File: src/rtl/lc3b_sram_bridge.sv
// LC-3b word-access bridge to an 8-bit asynchronous SRAM. Each 16-bit access becomes one or two byte
// slots; each slot is WAIT_STATES active cycles followed by one all-high recovery cycle. All strobes are registered.
module lc3b_sram_bridge #(
   parameter int unsigned WAIT_STATES = 2
) (
   input  logic        clk,
   input  logic        rst_n,
   input  logic        mem_read,
   input  logic        mem_write,
   input  logic [1:0]  mem_byte_enable,
   input  logic [15:0] mem_address,
   input  logic [15:0] mem_wdata,
   output logic        mem_resp,
   output logic [15:0] mem_rdata,
   output logic [15:0] sram_addr,
   output logic [7:0]  sram_wdata,
   input  logic [7:0]  sram_rdata,
   output logic        sram_ce_n,
   output logic        sram_oe_n,
   output logic        sram_we_n
);

   typedef enum logic [2:0] {IDLE, LO_ACT, LO_GAP, HI_ACT, HI_GAP, RESP} state_t;

   localparam logic [3:0] CNT_LOAD = 4'(WAIT_STATES - 1);

   state_t      state_q, state_d;
   logic [3:0]  cnt_q, cnt_d;
   logic        wr_q, hi_q;
   logic [14:0] addr_q;
   logic [7:0]  wdata_hi_q;

   logic        req, wr_e, hi_e, lo_e, act;
   logic [14:0] addr_e;
   logic [7:0]  wdata_hi_e;

   logic        resp_q, resp_d;
   logic [15:0] rdata_q, rdata_d;
   logic [15:0] sram_addr_q, sram_addr_d;
   logic [7:0]  sram_wdata_q, sram_wdata_d;
   logic        ce_n_q, ce_n_d, oe_n_q, oe_n_d, we_n_q, we_n_d;
   logic        unused_addr0;

   assign req          = mem_read | mem_write;
   assign unused_addr0 = mem_address[0];

   // In IDLE the request comes straight from the CPU pins; afterwards from the latched copy.
   always_comb begin
      if (state_q == IDLE) begin
         wr_e       = mem_write & ~mem_read;
         hi_e       = ~wr_e | mem_byte_enable[1];
         lo_e       = ~wr_e | mem_byte_enable[0];
         addr_e     = mem_address[15:1];
         wdata_hi_e = mem_wdata[15:8];
      end else begin
         wr_e       = wr_q;
         hi_e       = hi_q;
         lo_e       = 1'b0;
         addr_e     = addr_q;
         wdata_hi_e = wdata_hi_q;
      end
   end

   always_ff @(posedge clk or negedge rst_n) begin
      if (!rst_n) begin
         state_q <= IDLE;
         cnt_q   <= '0;
      end else begin
         state_q <= state_d;
         cnt_q   <= cnt_d;
      end
   end

   always_comb begin
      state_d = state_q;
      cnt_d   = cnt_q;
      unique case (state_q)
         IDLE: begin
            if (req) begin
               if (lo_e) begin
                  state_d = LO_ACT;
                  cnt_d   = CNT_LOAD;
               end else if (hi_e) begin
                  state_d = HI_ACT;
                  cnt_d   = CNT_LOAD;
               end else begin
                  // Empty write mask: one quiet cycle so completion lands one edge after accept.
                  state_d = HI_GAP;
               end
            end
         end
         LO_ACT: begin
            if (cnt_q == 4'd0) state_d = LO_GAP;
            else               cnt_d   = cnt_q - 4'd1;
         end
         LO_GAP: begin
            if (hi_q) begin
               state_d = HI_ACT;
               cnt_d   = CNT_LOAD;
            end else begin
               state_d = RESP;
            end
         end
         HI_ACT: begin
            if (cnt_q == 4'd0) state_d = HI_GAP;
            else               cnt_d   = cnt_q - 4'd1;
         end
         HI_GAP:  state_d = RESP;
         RESP:    state_d = IDLE;
         default: state_d = IDLE;
      endcase
   end

   always_comb begin
      act          = (state_d == LO_ACT) || (state_d == HI_ACT);
      resp_d       = (state_d == RESP);
      ce_n_d       = ~act;
      oe_n_d       = ~(act & ~wr_e);
      we_n_d       = ~(act & wr_e);
      sram_addr_d  = sram_addr_q;
      sram_wdata_d = sram_wdata_q;
      rdata_d      = rdata_q;
      if (state_d == LO_ACT && state_q != LO_ACT) begin
         sram_addr_d  = {addr_e, 1'b0};
         sram_wdata_d = mem_wdata[7:0];
      end else if (state_d == HI_ACT && state_q != HI_ACT) begin
         sram_addr_d  = {addr_e, 1'b1};
         sram_wdata_d = wdata_hi_e;
      end
      // Read byte is sampled on the edge that closes the active window.
      if (cnt_q == 4'd0 && !wr_q) begin
         if (state_q == LO_ACT)      rdata_d[7:0]  = sram_rdata;
         else if (state_q == HI_ACT) rdata_d[15:8] = sram_rdata;
      end
   end

   always_ff @(posedge clk or negedge rst_n) begin
      if (!rst_n) begin
         wr_q         <= 1'b0;
         hi_q         <= 1'b0;
         addr_q       <= '0;
         wdata_hi_q   <= '0;
         resp_q       <= 1'b0;
         rdata_q      <= '0;
         sram_addr_q  <= '0;
         sram_wdata_q <= '0;
         ce_n_q       <= 1'b1;
         oe_n_q       <= 1'b1;
         we_n_q       <= 1'b1;
      end else begin
         if (state_q == IDLE && req) begin
            wr_q       <= wr_e;
            hi_q       <= hi_e;
            addr_q     <= addr_e;
            wdata_hi_q <= wdata_hi_e;
         end
         resp_q       <= resp_d;
         rdata_q      <= rdata_d;
         sram_addr_q  <= sram_addr_d;
         sram_wdata_q <= sram_wdata_d;
         ce_n_q       <= ce_n_d;
         oe_n_q       <= oe_n_d;
         we_n_q       <= we_n_d;
      end
   end

   assign mem_resp   = resp_q;
   assign mem_rdata  = rdata_q;
   assign sram_addr  = sram_addr_q;
   assign sram_wdata = sram_wdata_q;
   assign sram_ce_n  = ce_n_q;
   assign sram_oe_n  = oe_n_q;
   assign sram_we_n  = we_n_q;

endmodule
File: config.mk
export PLATFORM = sky130hd
export DESIGN_NAME = lc3b_sram_bridge
export DESIGN_NICKNAME = d
export VERILOG_FILES = /design/src/rtl/lc3b_sram_bridge.sv
export SDC_FILE = /design/constraint.sdc
export NUM_CORES = 1
export LEC_CHECK = 0
export CORE_AREA = 5 5 96 98
export DETAILED_ROUTE_END_ITERATION = 10
export DIE_AREA = 0 0 101 103
export PLACE_DENSITY = 0.73
export SLEW_MARGIN = 20
export SYNTH_ARGS = -nofsm -noshare
export SYNTH_HDL_FRONTEND = slang
export SYNTH_SLANG_ARGS = --single-unit
File: constraint.sdc
create_clock -name clk -period 1.73 [get_ports clk]
set_input_delay 0.346 -clock clk [delete_from_list [all_inputs] [get_ports clk]]
set_output_delay 0.346 -clock clk [all_outputs]
set_load 0.05 [all_outputs]
== Yosys cells after proc, flatten, opt, wreduce, memory -nomap -nowiden ==
Index checks and enable logic that the tools add are counted.
Widths: inputs -> output; s select.

* Register bits: 76
* Input bits: 46
* Output and inout port bits: 44
* Word-level logic and storage cells: 77

* Add/subtract/negate cells: 1
* Equal/unequal tests: 13
* Multiplexer cells: 22
* Bitwise operators: 13
* Reductions and logical operators: 14

{| class="wikitable"
|+ Operators with widths
! cell !! count
|-
| $mux 16 || 2
|-
| $mux 8 || 3
|-
| $mux 4 || 5
|-
| $mux 3 || 6
|-
| $mux 15 || 1
|-
| $pmux 3 s5 || 1
|-
| $pmux 4 s3 || 1
|-
| $eq 3x2->1 const B || 3
|-
| $not 1->1 || 7
|-
| $eq 3x1->1 const B || 2
|-
| $eq 3x3->1 const B || 2
|-
| $ne 2x2->1 const B || 3
|-
| $reduce_and 5->1 || 1
|-
| $logic_and 1x1->1 || 4
|-
| $logic_not 4->1 || 1
|-
| $sub 4x1->4 const B || 1
|-
| $and 1x1->1 || 3
|-
| $logic_not 3->1 || 1
|-
| $mux 1 || 3
|-
| $ne 3x1->1 const B || 1
|-
| $ne 3x2->1 const B || 1
|-
| $ne 3x3->1 const B || 1
|-
| $or 1x1->1 || 3
|-
| $reduce_and 3->1 || 1
|-
| 6 further kinds || 6
|}

== Logic depth before layout (Yosys ltp) ==
Gate-level depths: netlist of the first run.

* Depth in word-level cells: 13
* Mapped depth: 6
* Gate-level depth less buffers: 5

== Worst setup path before layout of the first run ==
OpenSTA, ideal clock, no wires.

* Path type: flip-flop to flip-flop
* From: register cnt_q[0]
* To: register rdata_q[10] (netlist: mem_rdata[10])
* Library setup time: 0.125 ns
* Arrival time: 1.709 ns
* Required time: 1.605 ns
* Path slack: -0.104 ns
* Cell stages (with the launch flop): 7
* Cell sequence: dfrtp_1 inv_1 ha_1 nand4bb_1 clkbuf_1 nor3_2 mux2_2

* Cells in the longest elaborated chain, start to end: 3

{| class="wikitable"
|+ RTL lines
! element !! RTL line !! RTL
|-
| start: declaration || 28 || <nowiki>logic [3:0] cnt_q, cnt_d;</nowiki>
|-
| start signal: assignment || 70 || <nowiki>cnt_q <= cnt_d;</nowiki>
|-
| $logic_not 4->1 || 131 || <nowiki>if (cnt_q == 4'd0 && !wr_q) begin</nowiki>
|-
| $logic_and 1x1->1 || 131 ||
|-
| $reduce_and 3->1 (no source line) || n/a ||
|-
| end signal: assignment || 158 || <nowiki>rdata_q <= rdata_d;</nowiki>
|-
| end: declaration || 38 || <nowiki>logic [15:0] rdata_q, rdata_d;</nowiki>
|}

No other way between the ends.
A chain may end at the register's enable or synchronous reset.

== Worst setup path in the final report of the first run ==
* From: register state_q[1]
* To: register sram_addr_q[7] (netlist: sram_addr[7])

* Cells in the longest elaborated chain, start to end: 9

{| class="wikitable"
|+ RTL lines
! element !! RTL line !! RTL
|-
| start: declaration || 27 || <nowiki>state_t state_q, state_d;</nowiki>
|-
| start signal: assignment || 69 || <nowiki>state_q <= state_d;</nowiki>
|-
| $logic_not 3->1 || 49, 77 ||
|-
| $mux 1 || 49 || <nowiki>if (state_q == IDLE) begin</nowiki>
|-
| $mux 3 || 83 || <nowiki>end else if (hi_e) begin</nowiki>
|-
| $mux 3 || 80 || <nowiki>if (lo_e) begin</nowiki>
|-
| $mux 3 || 79 || <nowiki>if (req) begin</nowiki>
|-
| $pmux 3 s5 || 77 || <nowiki>unique case (state_q)</nowiki>
|-
| $eq 3x1->1 / $eq 3x2->1 (equally long branches) || 123, 126 ||
|-
| $logic_and 1x1->1 (on tied branches) || 123, 126 ||
|-
| $mux 16 / $reduce_bool 2->1 (equally long branches) || n/a ||
|-
| end signal: assignment || 159 || <nowiki>sram_addr_q <= sram_addr_d;</nowiki>
|-
| end: declaration || 39 || <nowiki>logic [15:0] sram_addr_q, sram_addr_d;</nowiki>
|}

Several ways; a longest one is shown, not always the timed one. The select of a mux whose other input is x is not followed.

==> flow_summary.toml, run 1 <==
[detailed_routing]
vias = 2627
routed_wl_um = 9020
drt-pass1-iter-count = 4
viasPerCell = 5.21
first_iter_violations = 59
drc = 0
wl_per_cell_um = 17.9
detail-route-antenna-nets = 0

[sta]
finClkSkew_ps = 7.82
hold_ws_ps = 395
maxSlewViolCount = 0
max-slew-margin-rel_pct = 71.2
fin_crit_sh_pct = 101
tightestPinTransition_ps = 432
fin_ws_ps = -12.6
rsz0062_at_grt = "yes"
finalSetupViolCount = 9
tns_ps = -68.7
fin_crit_ps = 1740
timing.fmax_ghz = 0.574
hold_viol_final = 0

[synth]
syn-num-nets = 314
avgSynthCellArea_sq_um = 13.3
seq_area_frac_synth_pct = 53.7
ys_types = 46
netlist_area_sq_um = 3550
synth-seq-cells = 76
yosys_most_used_dff = "dfrtp_1"
synthArstFlopShare_pct = 100
syn_inst = 267
synth_edf_count = 0
synth_warnings = 0

[job]
maxCapViolCount = 0

[final_layout]
fin_nets = 438
drive_gt1_share_pct = 47.7
nFillCells = 627
area_delta_synth_final_pct = 46.4
final_util_pct = 62.0
antenna_cells = 0

[status]
violations = "negative setup slack"
status = "finished, violations left"

[floorplan]
dieArea_sq_um = 10400
rows = 34
die_h_um = 103
core-area_sq_um = 8380
initial_core_util_pct = 42.4
die_w_um = 101
ioPinCount = 90

[critical_path]
crit_fanout = 7
path_buf_inv = 2
cp.arrival_ps = 1970
cp-end-kind = "flop"
worstSetupPathType = "reg -> reg"
critPathTopFamily = "flip-flops"
required_ps = 1960
crit_chain = "nor2b_4, a2111oi_4, buf_6, clkbuf_16, mux2_4"
startpoint_type = "flop"
max_stage_delay_ps = 480
critPathSlowestCell = "dfrtp_2"

[global_route]
antenna_found_initial = 0
grt_max_degree = 62
overflow = 0
grt_pass1_vias = 2779
grt_pass1_wl_um = 13700
grt_use_total_pct = 16.8

[placed_design]
port_buffers = 88
place_congestion = 0.799
dp_hpwl_um = 5860

[clock_tree]
cts_tree = "done"
clkSlewWorstSetupHoldPaths_ps = 80
h-tree-depth = 3
cts_root_buf = "clkbuf_8"
cts.sinks = 76
ctsLongestPathBuffers = 2
insertion_delay_ps = 340
cts_buffers = 9

[pwr]
ir_drop_mv = 1.21
power_density_nw_per_um2 = 2100
cellLeakagePower_nw = 2.25

[worst_hold_path]
min_path_type = "in -> async"
## state kept, by name, indices dropped and copies added, names as in the netlist
signal and flops:
mem_rdata 16, sram_addr 16, addr_q 15, sram_wdata 8
wdata_hi_q 8, cnt_q 4, state_q 3, hi_q 1
mem_resp 1, sram_ce_n 1, sram_oe_n 1, sram_we_n 1
wr_q 1
## synthesized netlist by cell type (all sizes together) (5+ instances only)
cell type	number	area, sq um
nor2	8	35.0
dfrtp	73	1830
buf	11	77.6
clkbuf	7	26.3
mux2i	10	100
nor2b	5	31.3
a21oi	5	25.0
o221ai	8	70.1
o2111ai	8	70.1
mux2	67	754
inv	15	56.3
o21ai	8	43.8
## worst paths after layout
path	to	depth (start not counted)	slack, ps	startpoint
min in group clk	addr_q[2]	1	510	addr_q[2]
max in group asynchronous	state_q[2]	3	730	rst_n
hold / removal	sram_addr[13]	2	400	rst_n
hold reg to reg	addr_q[2]	1	510	addr_q[2]
setup reg to reg	sram_addr[7]	5	-10	state_q[1]
setup / recovery	sram_addr[7]	5	-10	state_q[1]
## layout make-up
cell class / count / area (sq um) / area share (%)
Clock buffer: 11 / 131 / 2.53
Clock inverter: 5 / 61.3 / 1.18
Inverter: 15 / 56.3 / 1.08
Multi-Input combinational cell: 158 / 1610 / 30.9
Sequential cell: 76 / 1910 / 36.7
Tap cell: 108 / 135 / 2.60
Timing Repair Buffer: 131 / 1300 / 25.0
## power breakdown
part / internal, mW / total (mW) / switching, mW
Sequential: 2.68 / 3.23 / 0.552
Combinational: 2.95 / 6.33 / 3.38
Clock: 0.673 / 1.35 / 0.679
Total: 6.30 / 10.9 / 4.61
## routing by layer
metal | vias up | share of wire [%] | global-route usage [%] | routed length (um)
met4 | 0 | 0.72 | 4.60 | 65
met2 | 52 | 51 | 29.2 | 4610
met3 | 6 | 3.6 | 3.52 | 326
met5 | - | 0 | 0 | 0
met1 | 1334 | 45 | 21.4 | 4020
li1 | 1235 | - | - | -
## repair_timing
| item | in CTS | in global routing |
|---|---|---|
| hold endpoints to repair | 12 | 0 |
| setup endpoints to repair | 36 | 41 |
| hold buffers | 1 | 0 |
| setup buffers | 0 | 6 |
| gates resized for setup | 8 | 26 |
| gates cloned | 0 | 4 |
| pin swaps | 0 | 2 |
## placed cells by master (no fill, tap or decap), types with 3 or more instances in the layout
cell type / count
dfrtp_1: 71
buf_4: 71
mux2_2: 47
clkdlybuf4s50_1: 41
mux2_4: 20
inv_1: 13
buf_12: 10
mux2i_1: 9
clkbuf_8: 9
o2111ai_1: 8
o221ai_1: 8
o21ai_0: 6
nor2_1: 6
a21oi_1: 5
nor2b_1: 4
clkbuf_16: 4
nand2_1: 3
o31ai_1: 3
a31oi_1: 3
clkinvlp_4: 3
dfstp_2: 3
## cells by family after synthesis
| group | count (synthesis) | synth area share, % |
|---|---|---|
| compound gates | 51 | 11.6 |
| fa+ha+maj | 1 | 0.352 |
| buf+inv | 33 | 4.51 |
| flops | 76 | 53.7 |
| mux | 77 | 24.1 |
| simple gates | 29 | 5.82 |
## through the flow
stage / power [mW] / setup slack (ps) / area, sq um / std cells
CTS: 10.4 / 4.87 / 4950 / 494
global route: 11.5 / -49.7 / 5190 / 504
finish: 10.9 / -12.6 / 5190 / 504
global placement: 8.78 / -310 / 4730 / 477
detailed placement: 8.94 / -372 / 4730 / 477
floorplan: 7.10 / -47.6 / 3600 / 267
(Power assumes the default switching activity.)
==> run 2: changes to the inputs <==
Settings changed: CTS_CLUSTER_SIZE from default to 25.
==> results of run 2 <==
Final layout, timing and power as in run 1 (identical DEF).
==> run 3: changes to the inputs <==
Settings changed: CORE_AREA 5 5 96 98 to 5 5 88 90, DIE_AREA 0 0 101 103 to 0 0 93 95, PLACE_DENSITY 0.73 to 0.82.
Clock period 1.73 ns to 2.09 ns, I/O delays scaled along.
==> run 3 against run 2 <==
  * The flow now finishes without violations
  * First-iteration DRC count increased by 90%
  * Clock-buffer cell count unchanged
  * Die area decreased by 15%
  * Clock skew decreased by 0.52 ps
  * Via count decreased by 1.6%
  * Core utilization increased by 7.8 points
  * Clock power decreased by 13%
  * Global-route usage increased by 2.6 points
  * Critical endpoint is now sram_wdata[2]
==> flow_summary.toml, run 3 (synthesized netlist as in run 1, its figures left out) <==
[pwr]
ir_drop_mv = 0.896
power_density_nw_per_um2 = 1720
cellLeakagePower_nw = 2.00

[detailed_routing]
vias = 2585
routed_wl_um = 8100
wl_per_cell_um = 17.6
detail-route-antenna-nets = 0
drc = 0
first_iter_violations = 112
viasPerCell = 5.63
drt-pass1-iter-count = 4

[critical_path]
cp.arrival_ps = 1560
crit_chain = "clkdlybuf4s50_1"
required_ps = 1670
startpoint_type = "flop"
cp-end-kind = "primary output"
path_buf_inv = 1
startpoint = "sram_wdata[2]"
critPathSlowestCell = "clkdlybuf4s50_1"
critPathTopFamily = "buffers and inverters"
crit_fanout = 2
worstSetupPathType = "reg -> out"
r2r_start = "cnt_q[0]"
max_stage_delay_ps = 830

[clock_tree]
cts_buffers = 9
post-cts-setup-buffers = 0
ctsLongestPathBuffers = 2
h-tree-depth = 3
clkSlewWorstSetupHoldPaths_ps = 80
cts_root_buf = "clkbuf_8"
cts_tree = "done"
cts.sinks = 76
insertion_delay_ps = 350

[floorplan]
core-area_sq_um = 6980
die_w_um = 93
dieArea_sq_um = 8840
rows = 31
ioPinCount = 90
die_h_um = 95
initial_core_util_pct = 50.8

[placed_design]
place_inst = 442
dp_hpwl_um = 5650
port_buffers = 88
place_congestion = 0.764
placed_cell_area_sq_um = 4650

[final_layout]
fin_area_sq_um = 4870
final_util_pct = 69.8
area_delta_synth_final_pct = 37.3
nFillCells = 510
drive_gt1_share_pct = 30.8
layout.cells.most_common_list = "clkdlybuf4s50_1 (84), dfrtp_1 (73), mux2_2 (65), buf_4 (20), inv_1 (15)"
fin_nets = 419
antenna_cells = 0
layout_commonest_cell = "clkdlybuf4s50_1"
final_cells = 459

[global_route]
antenna_found_initial = 0
grt_max_degree = 48
grt_pass1_wl_um = 13300
grt_pass1_vias = 2683
overflow = 0
grt_use_total_pct = 19.4

[worst_hold_path]
min_from = "sram_addr[13]"
min_path_type = "reg -> reg"

[sta]
rsz0062_at_grt = "no"
maxSlewViolCount = 0
tns_ps = 0
timing.fmax_ghz = 0.506
hold_viol_final = 0
fin_crit_ps = 1970
finClkSkew_ps = 7.30
tightestPinTransition_ps = 541
fin_crit_sh_pct = 94.5
finalSetupViolCount = 0
max-slew-margin-rel_pct = 63.8

[status]
status = "finished, final reports clean"

[job]
maxCapViolCount = 0
-- run 3: changes by cell type in the layout (fill, tap and decap cells not counted), moves of 4 or more --
cell and change:
buf_4 -51, mux2_2 +18, clkdlybuf4s50_1 +43, buf_12 -6
clkbuf_16 -4, mux2_4 -20
-- run 3: metrics by stage --
stage                     power [mW]  hold slack, ps  worst slack, ps
after global placement          7.12             366            -13.2
after detailed placement        7.27             367            -16.8
after floorplan                 5.80             122              256
final                           8.38             491              116
after CTS                       8.45             494             3.27
after global routing            8.83             515             65.4
-- run 3: routing by layer --
metal	share of wire, %	track usage, %
met3	4.7	4.54
met5	0	0
met1	40	23.4
met4	1.6	7.94
met2	53	33.6
-- run 3: where the power goes --
part           leakage (nW)  switching (mW)  total (mW)  internal (mW)
Clock                 0.102           0.547        1.17          0.618
Sequential            0.915           0.423        2.63           2.21
Combinational         0.979            2.60        4.58           1.99
Total                  2.00            3.57        8.38           4.81
-- run 3: cell type report --
cell class                 instances  area (sq um)  area share [%]
clock buffer                      11           151            3.11
sequential                        76          1910            39.1
timing repair buffer             112          1110            22.9
inverter                          15          56.3            1.16
multi-input combinational        158          1480            30.4
tap                               82           103            2.11
clock inverter                     5          58.8            1.21
-- run 3: final timing paths --
path / slack, ps / end / depth (start not counted)
max in group asynchronous: 920 / sram_ce_n / 3
hold reg to reg: 490 / sram_addr[13] / 1
min in group asynchronous: 530 / mem_rdata[5] / 2
setup reg to reg: 250 / mem_rdata[8] / 7
hold / removal: 490 / sram_addr[13] / 1
setup / recovery: 120 / sram_wdata[2] / 1
-- run 3: repair_timing --
item,4_1_cts,5_1_grt
hold buffers,1,0
pin swaps,0,0
setup endpoints to repair,1,2
resized for setup,1,2
cloned,0,0
endpoints found under the hold margin,29,0
